**config.mk**
```make
export PLATFORM = sky130hd
export DESIGN_NAME = imem_prog_loader
export DESIGN_NICKNAME = d
export VERILOG_FILES = /design/src/rtl/imem_prog_loader.sv
export SDC_FILE = /design/constraint.sdc
export NUM_CORES = 1
export LEC_CHECK = 0
export ABC_AREA = 1
export BUFFER_PORTS_ARGS = -buffer_cell sky130_fd_sc_hd__buf_2
export CAP_MARGIN = 10
export CORE_MARGIN = 5
export CORE_UTILIZATION = 40
export DETAILED_ROUTE_END_ITERATION = 10
export PLACE_DENSITY_LB_ADDON = 0.05
export SLEW_MARGIN = 30
export SYNTH_ARGS = -nofsm -noshare
export SYNTH_HDL_FRONTEND = slang
export SYNTH_SLANG_ARGS = --single-unit
export TNS_END_PERCENT = 20
```
**constraint.sdc**
```tcl
create_clock -name clk -period 1.9 [get_ports clk]
set_input_delay 0.475 -clock clk [delete_from_list [all_inputs] [get_ports clk]]
set_output_delay 0.475 -clock clk [all_outputs]
set_load 0.005 [all_outputs]
```
**src/rtl/imem_prog_loader.sv**
```systemverilog
// Program loader: streams instruction words into instruction memory while holding the CPU in reset.
// Optional trailing checksum word verified against a running XOR: define LOADER_CHECKSUM_EN.
module imem_prog_loader #(
    parameter int PC_W    = 4,
    parameter int INSTR_W = 9
) (
    input  logic               clk,
    input  logic               rst_n,
    input  logic               start,
    input  logic               in_valid,
    input  logic [INSTR_W-1:0] in_data,
    input  logic               in_last,
    output logic               in_ready,
    output logic               mem_we,
    output logic [PC_W-1:0]    mem_addr,
    output logic [INSTR_W-1:0] mem_wdata,
    output logic               cpu_hold,
    output logic               done,
    output logic [PC_W:0]      word_cnt,
    output logic [1:0]         err
);

    typedef enum logic [1:0] {
        IDLE  = 2'd0,
        LOAD  = 2'd1,
`ifdef LOADER_CHECKSUM_EN
        CHECK = 2'd2,
`endif
        DONE  = 2'd3
    } state_t;

    // Highest writable address; a non-last word landing here ends the load as an overflow.
    localparam logic [PC_W:0] LAST_ADDR = {1'b0, {PC_W{1'b1}}};

    state_t state, state_nxt;
    logic   accept, load_accept, load_end, start_ok;
    logic   err_ovf, err_csum;

    assign accept      = in_valid & in_ready;
    assign load_accept = accept && (state == LOAD);
    assign load_end    = load_accept && (in_last || word_cnt == LAST_ADDR);
    assign start_ok    = start && (state == IDLE || state == DONE);
    assign err         = {err_csum, err_ovf};

    always_ff @(posedge clk or negedge rst_n) begin
        if (!rst_n) state <= IDLE;
        else        state <= state_nxt;
    end

    always_comb begin
        // NOTE: default assigned first so every path drives state_nxt and no latch is inferred.
        state_nxt = state;
        case (state)
            IDLE, DONE: if (start) state_nxt = LOAD;
            LOAD: begin
                if (load_end) begin
`ifdef LOADER_CHECKSUM_EN
                    state_nxt = CHECK;
`else
                    state_nxt = DONE;
`endif
                end
            end
`ifdef LOADER_CHECKSUM_EN
            CHECK: if (accept) state_nxt = DONE;
`endif
            default: state_nxt = IDLE;
        endcase
    end

    always_comb begin
        in_ready = 1'b0;
        cpu_hold = 1'b1;
        done     = 1'b0;
        case (state)
            LOAD: in_ready = 1'b1;
`ifdef LOADER_CHECKSUM_EN
            CHECK: in_ready = 1'b1;
`endif
            DONE: begin
                cpu_hold = 1'b0;
                done     = 1'b1;
            end
            default: ;
        endcase
    end

    always_ff @(posedge clk or negedge rst_n) begin
        if (!rst_n) begin
            mem_we    <= 1'b0;
            mem_addr  <= '0;
            mem_wdata <= '0;
            word_cnt  <= '0;
            err_ovf   <= 1'b0;
        end else begin
            // NOTE: non-blocking so every register samples pre-edge values of its neighbours.
            mem_we <= load_accept;
            if (start_ok) begin
                mem_addr <= '0;
                word_cnt <= '0;
                err_ovf  <= 1'b0;
            end else if (load_accept) begin
                mem_addr  <= word_cnt[PC_W-1:0];
                mem_wdata <= in_data;
                word_cnt  <= word_cnt + 1'b1;
                if (!in_last && word_cnt == LAST_ADDR) err_ovf <= 1'b1;
            end
        end
    end

`ifdef LOADER_CHECKSUM_EN
    logic [INSTR_W-1:0] xor_acc;

    always_ff @(posedge clk or negedge rst_n) begin
        if (!rst_n) begin
            xor_acc  <= '0;
            err_csum <= 1'b0;
        end else if (start_ok) begin
            xor_acc  <= '0;
            err_csum <= 1'b0;
        end else if (load_accept) begin
            xor_acc <= xor_acc ^ in_data;
        end else if (state == CHECK && accept && in_data != xor_acc) begin
            err_csum <= 1'b1;
        end
    end
`else
    assign err_csum = 1'b0;
`endif

endmodule

```
==> metrics.yaml, run 1 <==
status:
  status: "finished, final reports clean"
yosys:
  synth_top_area_share: 0.5419
  ys_ff_latch: 22
  syn_inst: 117
  yosysWarningCount: 0
  avgSynthCellArea_um2: 8.684
  synthTopCellsByArea: "dfrtp_1, nand2_1, ha_1"
  syn-num-nets: 137
  yosysSeqAreaShare: 0.5419
  synthesis.area_um2: 1016
  ys_types: 17
  yosysTopAreaCell: "dfrtp_1"
layout:
  finalInstanceArea_um2: 1260
  final_util: 0.5133
  fin_nets: 175
  regArea_um2: 550.5
  multi_input_area_um2: 379.1
  final_common_cell: "nand2_1"
  diodes: 0
  drive_gt1_frac: 0.2987
  syn_to_final_growth_pct: 24.01
  layout_common_cells: "nand2_1, buf_2, dfrtp_1"
  fillers: 257
floorplan:
  rows: 18
  start_util: 0.4139
  coreArea_um2: 2455
  die_h_um: 60.40
  die_area_um2: 3648
  dieWidth_um: 60.40
  io-pin-count: 38
global_routing:
  grt_pass1_vias: 801
  antenna_found_initial: 0
  grt_remaining_overflow: 0
  grt_max_degree: 23
  grt_usage: 0.1246
  grt_pass1_wl_um: 3360
power:
  power_w: 0.001781
  peakVddDrop_v: 0.0007578
  p_clk_frac: 0.200
  p_sw_frac: 0.3667
  p_per_area_nw_per_um2: 1413
  p_switching_w: 0.0006531
  leakage_nw: 0.7487
  pwr-share-seq: 0.411
  pwr-share-comb: 0.389
  p_int_w: 0.001128
clock_tree:
  ctsHoldBuffers: 0
  insertion_delay_ns: 0.30
  cts.sinks: 22
  cts_tree: "yes"
  cts_made_buffers: 3
  cts_resized: 0
  postCtsSetupBuffers: 0
  htree_levels: 1
  cts_buffer_depth: 2
  root_buffer: "clkbuf_4"
  clkTransAtPathRegs_ns: 0.13
run:
  drv_cap: 0
critical_path:
  setup.worst_path.class: "reg -> out"
  cp_max_fo: 4
  slowest_stage: "dfrtp_1"
  cp.arrival_ns: 1.22
  slowest_delay_ns: 0.44
  worstSetupStartpointType: "register"
  crit_chain: "inv_1, ha_1, buf_2"
  required_ns: 1.42
  endpoint_kind: "output pin"
sta:
  fin_skew_ns: 0.006237
  rsz0062_at_grt: "false"
  timing.fmax_mhz: 590.8
  setup-tns-final_ns: 0
  finalSetupViolCount: 0
  report.final.slew_viol_count: 0
  hold_violations: 0
  post-route-period-util: 0.8908
  setup_ws_ns: 0.2074
  period_needed_ns: 1.693
route:
  vias: 821
  detail_route.iter0.violations: 26
  routed_wl_um: 2017
  drtPass1Iterations: 4
  detail-route-antenna-nets: 0
  avgViaCountPerCell: 4.462
  drc_errors: 0
  wire_per_inst_um: 10.96
placed_design:
  place_ws_ns: 0.3285
  gp_congestion: 0.7707
  placed_cell_area_um2: 1207
  hpwl_um: 1573
  port-buffer-count: 36
hold_path:
  hold_path.class: "in -> async"
path summary, 6_finish.rpt:
kind                       depth (start not counted)  slack (ns)                        to                startpoint
max                                                3        0.21                  in_ready      state[1]$_DFFE_PN0P_
min                                                1        0.11  mem_wdata[0]$_DFFE_PN0P_                     rst_n
max reg2reg                                        7        0.35   mem_addr[2]$_DFFE_PN0P_      state[0]$_DFFE_PN0P_
min reg2reg                                        2        0.48  mem_wdata[3]$_DFFE_PN0P_  mem_wdata[3]$_DFFE_PN0P_
max in group asynchronous                          1        1.46      state[1]$_DFFE_PN0P_                     rst_n
min in group clk                                   3        0.36  mem_wdata[0]$_DFFE_PN0P_                in_data[0]
critical path: cells and delay by family, from the launching register on:
| family | cells | cell delay (ns) |
|---|---|---|
| flip-flops | 1 | 0.44 |
| adder cells (fa/ha/maj) | 1 | 0.24 |
| buffers and inverters | 2 | 0.24 |
cells by family (layout without fill, tap and decap cells):
logic type,count (synthesis),after routing,synth area share
adders and majority gates,6,6,0.07389
and+or+nand+nor,62,62,0.2463
DFF,22,22,0.5419
buffers and inverters,18,55,0.08497
AOI/OAI and AO/OA,8,8,0.04925
other,1,1,0.003691
layout make-up:
type | count | area share
Sequential cell | 22 | 0.4369
Tap cell | 30 | 0.02979
Clock buffer | 3 | 0.01787
Multi-Input combinational cell | 77 | 0.3009
Inverter | 14 | 0.04171
Timing Repair Buffer | 37 | 0.1490
Clock inverter | 1 | 0.02383
flip-flops by register name, summed over array words and instances, names as in the netlist:
name	cells
err_ovf	1
state	2
mem_addr	4
mem_wdata	9
mem_we	1
word_cnt	5
synthesized netlist by cell type, drive strengths merged:
master  count
dfrtp      22
o211ai      1
nand2      53
nand3b      1
a21oi       1
ha          6
nor2        5
conb        1
buf         4
o21ai       5
inv        14
nand3       3
o22ai       1
per-stage QoR:
step,hold slack [ns],cells
finish,0.1107,184
global route,0.1315,184
CTS,0.1213,184
detailed placement,0.4538,180
global placement,0.4489,180
floorplan,0.1794,117
power groups by stage:
stage / logic, W / clock network [W] / registers [W]
after floorplan: 0.000423 / 0 / 0.000750
after global placement: 0.000700 / 0 / 0.000737
after detailed placement: 0.000709 / 0 / 0.000744
after CTS: 0.000714 / 0.000374 / 0.000734
after global routing: 0.000811 / 0.000390 / 0.000760
final: 0.000694 / 0.000356 / 0.000731
metal layers:
metal	wire length (µm)	track usage	share of wire	up-vias
li1	-	-	-	423
met1	905	0.1545	0.45	374
met2	963	0.2114	0.48	22
met3	134	0.02766	0.066	2
met4	13	0.04747	0.0064	0
met5	0	0	0	-
Power figures use the tool's default switching activity.
==> run 2, diff against run 1 <==
Settings changed: MAX_ROUTING_LAYER set to met4, REMOVE_ABC_BUFFERS set to 1.
==> run 2 against run 1 <==
Critical path depth stayed put. Sequential power is 0.5% higher. Sequential share of layout area is 0.57 points higher. Global-route usage is 0.085 points higher. Clock power is 29% lower. Final cell count stayed put. Die area stayed put. Flip-flop and latch count stayed put. Via count is 1.2% higher. Register-to-register slack worse by 0.03 ns. Clock skew is 0.0018 ns lower. Count of clock-buffer cells in the layout is 1 higher. Highest routed layer is now met3.
==> metrics.yaml, run 2 (synthesis results as in run 1) <==
route:
  vias: 831  # +1.2%
  wire_per_inst_um: 11.22  # +2.3%
  avgViaCountPerCell: 4.516  # +1.2%
  drtPass1Iterations: 4  # unchanged
  detail-route-antenna-nets: 0  # unchanged
  drc_errors: 0  # unchanged
  detail_route.iter0.violations: 18  # -31%
  routed_wl_um: 2064  # +2.3%
power:
  pwr-share-comb: 0.413  # +0.024
  p_int_w: 0.001031  # -8.6%
  peakVddDrop_v: 0.0006877  # -9.3%
  p_sw_frac: 0.3881  # +0.02137
  leakage_nw: 0.7417  # -0.93%
  p_per_area_nw_per_um2: 1355  # -4.2%
  p_clk_frac: 0.150  # -0.050
  pwr-share-seq: 0.436  # +0.025
  p_switching_w: 0.0006538  # +0.11%
clock_tree:
  clkTransAtPathRegs_ns: 0.12  # about the same
  htree_levels: 1  # unchanged
  insertion_delay_ns: 0.30  # about the same
  cts.sinks: 22  # unchanged
  cts_resized: 0  # unchanged
  cts_buffer_depth: 2  # unchanged
  cts_made_buffers: 3  # unchanged
  root_buffer: "clkbuf_4"
  postCtsSetupBuffers: 0  # unchanged
  ctsHoldBuffers: 0  # unchanged
  cts_tree: "yes"
hold_path:
  hold_path.class: "in -> async"
critical_path:
  cp.arrival_ns: 1.21  # about the same
  crit_family: "flip-flops"
  cp_max_fo: 4  # unchanged
  crit_chain: "inv_1, ha_1, buf_2"
  setup.worst_path.class: "reg -> out"
  worst-path-buf-inv: 2  # unchanged
  worstSetupStartpointType: "register"
  required_ns: 1.42  # about the same
  slowest_stage: "dfrtp_1"
  endpoint_kind: "output pin"
  slowest_delay_ns: 0.44  # about the same
floorplan:
  dieWidth_um: 60.40  # unchanged
  coreArea_um2: 2455  # unchanged
  io-pin-count: 38  # unchanged
  start_util: 0.4139  # unchanged
  rows: 18  # unchanged
  die_h_um: 60.40  # unchanged
  die_area_um2: 3648  # unchanged
sta:
  setup-tns-final_ns: 0  # unchanged
  report.final.slew_viol_count: 0  # unchanged
  timing.fmax_mhz: 594.4  # +0.60%
  setup_ws_ns: 0.2175  # +0.01005 ns
  period_needed_ns: 1.683  # -0.01005 ns
  post-route-period-util: 0.8855  # -0.005287
  hold_violations: 0  # unchanged
  rsz0062_at_grt: "false"
  finalSetupViolCount: 0  # unchanged
  fin_skew_ns: 0.004406  # -0.001831 ns
layout:
  drive_gt1_frac: 0.2987  # unchanged
  layout_common_cells: "nand2_1, buf_2, dfrtp_1"
  syn_to_final_growth_pct: 22.41
  final_common_cell: "nand2_1"
  fillers: 270  # +5.1%
  fin_nets: 175  # unchanged
  top_regs: "mem_wdata (9), word_cnt (5), mem_addr (4)"
  max_flop_register: "mem_wdata"
  diodes: 0  # unchanged
  final_util: 0.5066  # -0.006626
  largest_reg_flops: 9  # unchanged
global_routing:
  grt_usage: 0.1255  # +0.0008459
  antenna_found_initial: 0  # unchanged
  grt_max_degree: 23  # unchanged
  grt_pass1_wl_um: 3325  # -1.0%
  grt_pass1_vias: 767  # -4.2%
  grt_remaining_overflow: 0  # unchanged
placed_design:
  place_ws_ns: 0.3596  # +0.03114 ns
  hpwl_um: 1573  # about the same
  gp_congestion: 0.7817  # +1.4%
  port-buffer-count: 36  # unchanged
run:
  drv_cap: 0  # unchanged
status:
  status: "finished, final reports clean"
## run 2: final cells by class
| type | count | area, µm² | share of cell area |
|---|---|---|---|
| inverter | 14 | 52.55 | 0.04225 |
| timing repair buffer | 37 | 187.7 | 0.1509 |
| tap | 30 | 37.54 | 0.03018 |
| multi-input combinational | 77 | 379.1 | 0.3048 |
| clock buffer | 4 | 36.28 | 0.02918 |
| sequential | 22 | 550.5 | 0.4427 |
## run 2: per-stage QoR
stage	power (W)	area [µm²]	instances	hold WS [ns]
after floorplan	0.001144	982.2	113	0.1794
after global placement	0.001436	1207	180	0.4489
after detailed placement	0.001462	1207	180	0.4528
after CTS	0.001727	1244	184	0.1235
after global routing	0.001853	1244	184	0.1393
final	0.001685	1244	184	0.1127
## run 2: power groups by stage
stage | Sequential, W | Clock [W] | Combinational (W)
global route | 0.000760 | 0.000291 | 0.000803
global placement | 0.000736 | 0 | 0.000699
finish | 0.000735 | 0.000253 | 0.000696
detailed placement | 0.000744 | 0 | 0.000717
floorplan | 0.000750 | 0 | 0.000394
CTS | 0.000738 | 0.000273 | 0.000716
## run 2: final timing paths
check	end	from	depth (start not counted)	slack (ns)
setup / recovery	in_ready	state[1]$_DFFE_PN0P_	3	0.22
hold / removal	mem_we$_DFF_PN0_	rst_n	1	0.11
setup reg to reg	word_cnt[0]$_DFFE_PN0P_	state[0]$_DFFE_PN0P_	7	0.32
hold reg to reg	mem_wdata[4]$_DFFE_PN0P_	mem_wdata[4]$_DFFE_PN0P_	2	0.48
max in group asynchronous	mem_wdata[7]$_DFFE_PN0P_	rst_n	1	1.45
min in group clk	mem_wdata[0]$_DFFE_PN0P_	in_data[0]	3	0.37
## run 2: per-layer routing
layer  vias up  GRT usage  part of all wire
met4         0    0.04747                 0
met5         -          -                 0
li1        425          -                 -
met1       386     0.1720              0.47
met2        20     0.1775              0.47
met3         0    0.03191             0.064
==> run 3, diff against run 2 <==
Settings changed: CELL_PAD_IN_SITES_DETAIL_PLACEMENT set to 2, CELL_PAD_IN_SITES_GLOBAL_PLACEMENT set to 2, CORE_UTILIZATION 40 to 27.
Clock period 1.9 ns to 1.7 ns, I/O delays scaled along.
==> run 3 against run 2 <==
Critical path depth unchanged. Largest power group is now combinational logic. Final cell count rose by 13%. Sequential share of layout area is 3.1 points lower. Utilization is 14 points lower. Power up 31%. Clock skew shrank 0.0029 ns. Count of clock-buffer cells in the layout shrank 1. Combinational power is 27% higher. First-iteration DRC count is 33% lower.
==> metrics.yaml, run 3 (synthesis results as in run 1) <==
sta:
  slew-limit-headroom: 0.6457
  post-route-period-util: 0.9409
  setup-tns-final_ns: 0  # unchanged
  rsz0062_at_grt: "false"
  timing.fmax_mhz: 625.2
  finalSetupViolCount: 0  # unchanged
  hold_violations: 0  # unchanged
  fin_skew_ns: 0.001466  # -0.002940 ns
  period_needed_ns: 1.600
  holdWs_ns: 0.1249  # +0.01218 ns
  worst_slew_pin_slew_ns: 0.5314
  report.final.slew_viol_count: 0  # unchanged
floorplan:
  coreArea_um2: 3661  # +49%
  start_util: 0.2775  # -0.1364
  rows: 22  # +4
  die_h_um: 71.34  # +18%
  io-pin-count: 38  # unchanged
  dieWidth_um: 71.34  # +18%
  die_area_um2: 5089  # +40%
layout:
  drive_gt1_frac: 0.3270  # +0.02834
  diodes: 0  # unchanged
  max_flop_register: "mem_wdata"
  layout_common_cells: "nand2_1, buf_2, dfrtp_1"
  final_util: 0.3660  # -0.1406
  syn_to_final_growth_pct: 31.90
  fin_nets: 180  # +2.9%
  fillers: 443  # +64%
  finalNonFillerCells: 207  # +13%
  final_common_cell: "nand2_1"
  top_regs: "mem_wdata (9), word_cnt (5), mem_addr (4)"
  largest_reg_flops: 9  # unchanged
global_routing:
  antenna_found_initial: 0  # unchanged
  grt_pass1_vias: 979  # +28%
  grt_remaining_overflow: 0  # unchanged
  grt_usage: 0.1178  # -0.007634
  grt_pass1_wl_um: 4629  # +39%
  grt_max_degree: 23  # unchanged
route:
  vias: 906  # +9.0%
  wire_per_inst_um: 13.09  # +17%
  detail_route.iter0.violations: 12  # -6
  drc_errors: 0  # unchanged
  drtPass1Iterations: 4  # unchanged
  avgViaCountPerCell: 4.377  # -3.1%
  detail-route-antenna-nets: 0  # unchanged
  routed_wl_um: 2710  # +31%
power:
  pwr-share-comb: 0.402  # -0.011
  pwr-share-seq: 0.370  # -0.066
  peakVddDrop_v: 0.0005648  # -18%
  p_clk_frac: 0.227  # +0.077
  p_sw_frac: 0.3636  # -0.02453
  p_switching_w: 0.0008004  # +22%
  p_int_w: 0.001401  # +36%
  leakage_nw: 0.7804  # +5.2%
  p_per_area_nw_per_um2: 1643  # +21%
hold_path:
  hold_path.class: "in -> async"
placed_design:
  dp_cells: 201  # +12%
  hpwl_um: 2101  # +34%
  port-buffer-count: 36  # unchanged
  gp_congestion: 0.6922  # -11%
critical_path:
  cp_max_fo: 4  # unchanged
  endpoint_kind: "output pin"
  worstSetupStartpoint: "state[1]$_DFFE_PN0P_"
  worstSetupStartpointType: "register"
  timing.rr.start: "word_cnt[0]$_DFFE_PN0P_"
  required_ns: 1.27  # -0.15 ns
  setup.worst_path.class: "reg -> out"
  cp.arrival_ns: 1.17  # -0.04 ns
status:
  status: "finished, final reports clean"
clock_tree:
  root_buffer: "clkbuf_8"
  htree_levels: 1  # unchanged
  cts_buffer_depth: 2  # unchanged
  insertion_delay_ns: 0.27  # -0.03 ns
  cts_made_buffers: 3  # unchanged
  cts.sinks: 22  # unchanged
  ctsHoldBuffers: 0  # unchanged
  clkTransAtPathRegs_ns: 0.09  # -0.03 ns
  cts_tree: "yes"
run:
  drv_cap: 0  # unchanged
==> run 3: per-stage QoR <==
stage | area, µm² | power [W] | worst slack [ns]
2_1_floorplan | 982.2 | 0.001279 | 0.2316
3_3_place_gp | 1252 | 0.001682 | 0.1481
3_5_place_dp | 1252 | 0.001726 | 0.1030
4_1_cts | 1324 | 0.002238 | 0.07398
5_1_grt | 1340 | 0.002423 | 0.02099
6_report | 1340 | 0.002202 | 0.1005
==> run 3: layer usage <==
| metal | track usage | part of all wire |
|---|---|---|
| met1 | 0.1437 | 0.45 |
| met2 | 0.1888 | 0.47 |
| met3 | 0.03647 | 0.068 |
| met4 | 0.03132 | 0.0096 |
| met5 | - | 0 |
==> run 3: worst paths after layout <==
| path | endpoint | slack, ns | cells after the start |
|---|---|---|---|
| worst max-delay path | in_ready | 0.10 | 3 |
| worst max register to register | state[0]$_DFFE_PN0P_ | 0.12 | 9 |
| max in group asynchronous | word_cnt[0]$_DFFE_PN0P_ | 1.19 | 1 |
| min in group clk | mem_wdata[5]$_DFFE_PN0P_ | 0.35 | 3 |
| worst min register to register | mem_wdata[5]$_DFFE_PN0P_ | 0.47 | 2 |
| worst min-delay path | mem_we$_DFF_PN0_ | 0.12 | 1 |
==> run 3: cell type report <==
type,instances,area [µm²],area share
repair buffers,42,225.2,0.1681
flip-flops and latches,22,551.8,0.4118
clock inverters,1,30.03,0.02241
clock buffers,3,41.29,0.03081
inverters,14,52.55,0.03922
multi-input cells,77,379.1,0.2829
well taps,48,60.06,0.04482
==> run 3: repair_timing <==
action | CTS | global route
buffers inserted | 0 | 2
setup endpoints to repair | 0 | 2
gates resized for setup | 0 | 1
==> run 3: power by group through the flow <==
stage                     clock network (W)  logic, W  registers (W)
after floorplan                           0  0.000440       0.000839
after global routing               0.000548   0.00103       0.000842
after detailed placement                  0  0.000889       0.000836
after global placement                    0  0.000856       0.000826
final                              0.000500  0.000886       0.000815
after CTS                          0.000518  0.000893       0.000827
==> run 3: worst max-delay path: stages, from the launching register on <==
cell and delay (ns):
dfrtp_1 0.42, inv_1 0.10, ha_1 0.24, buf_2 0.15
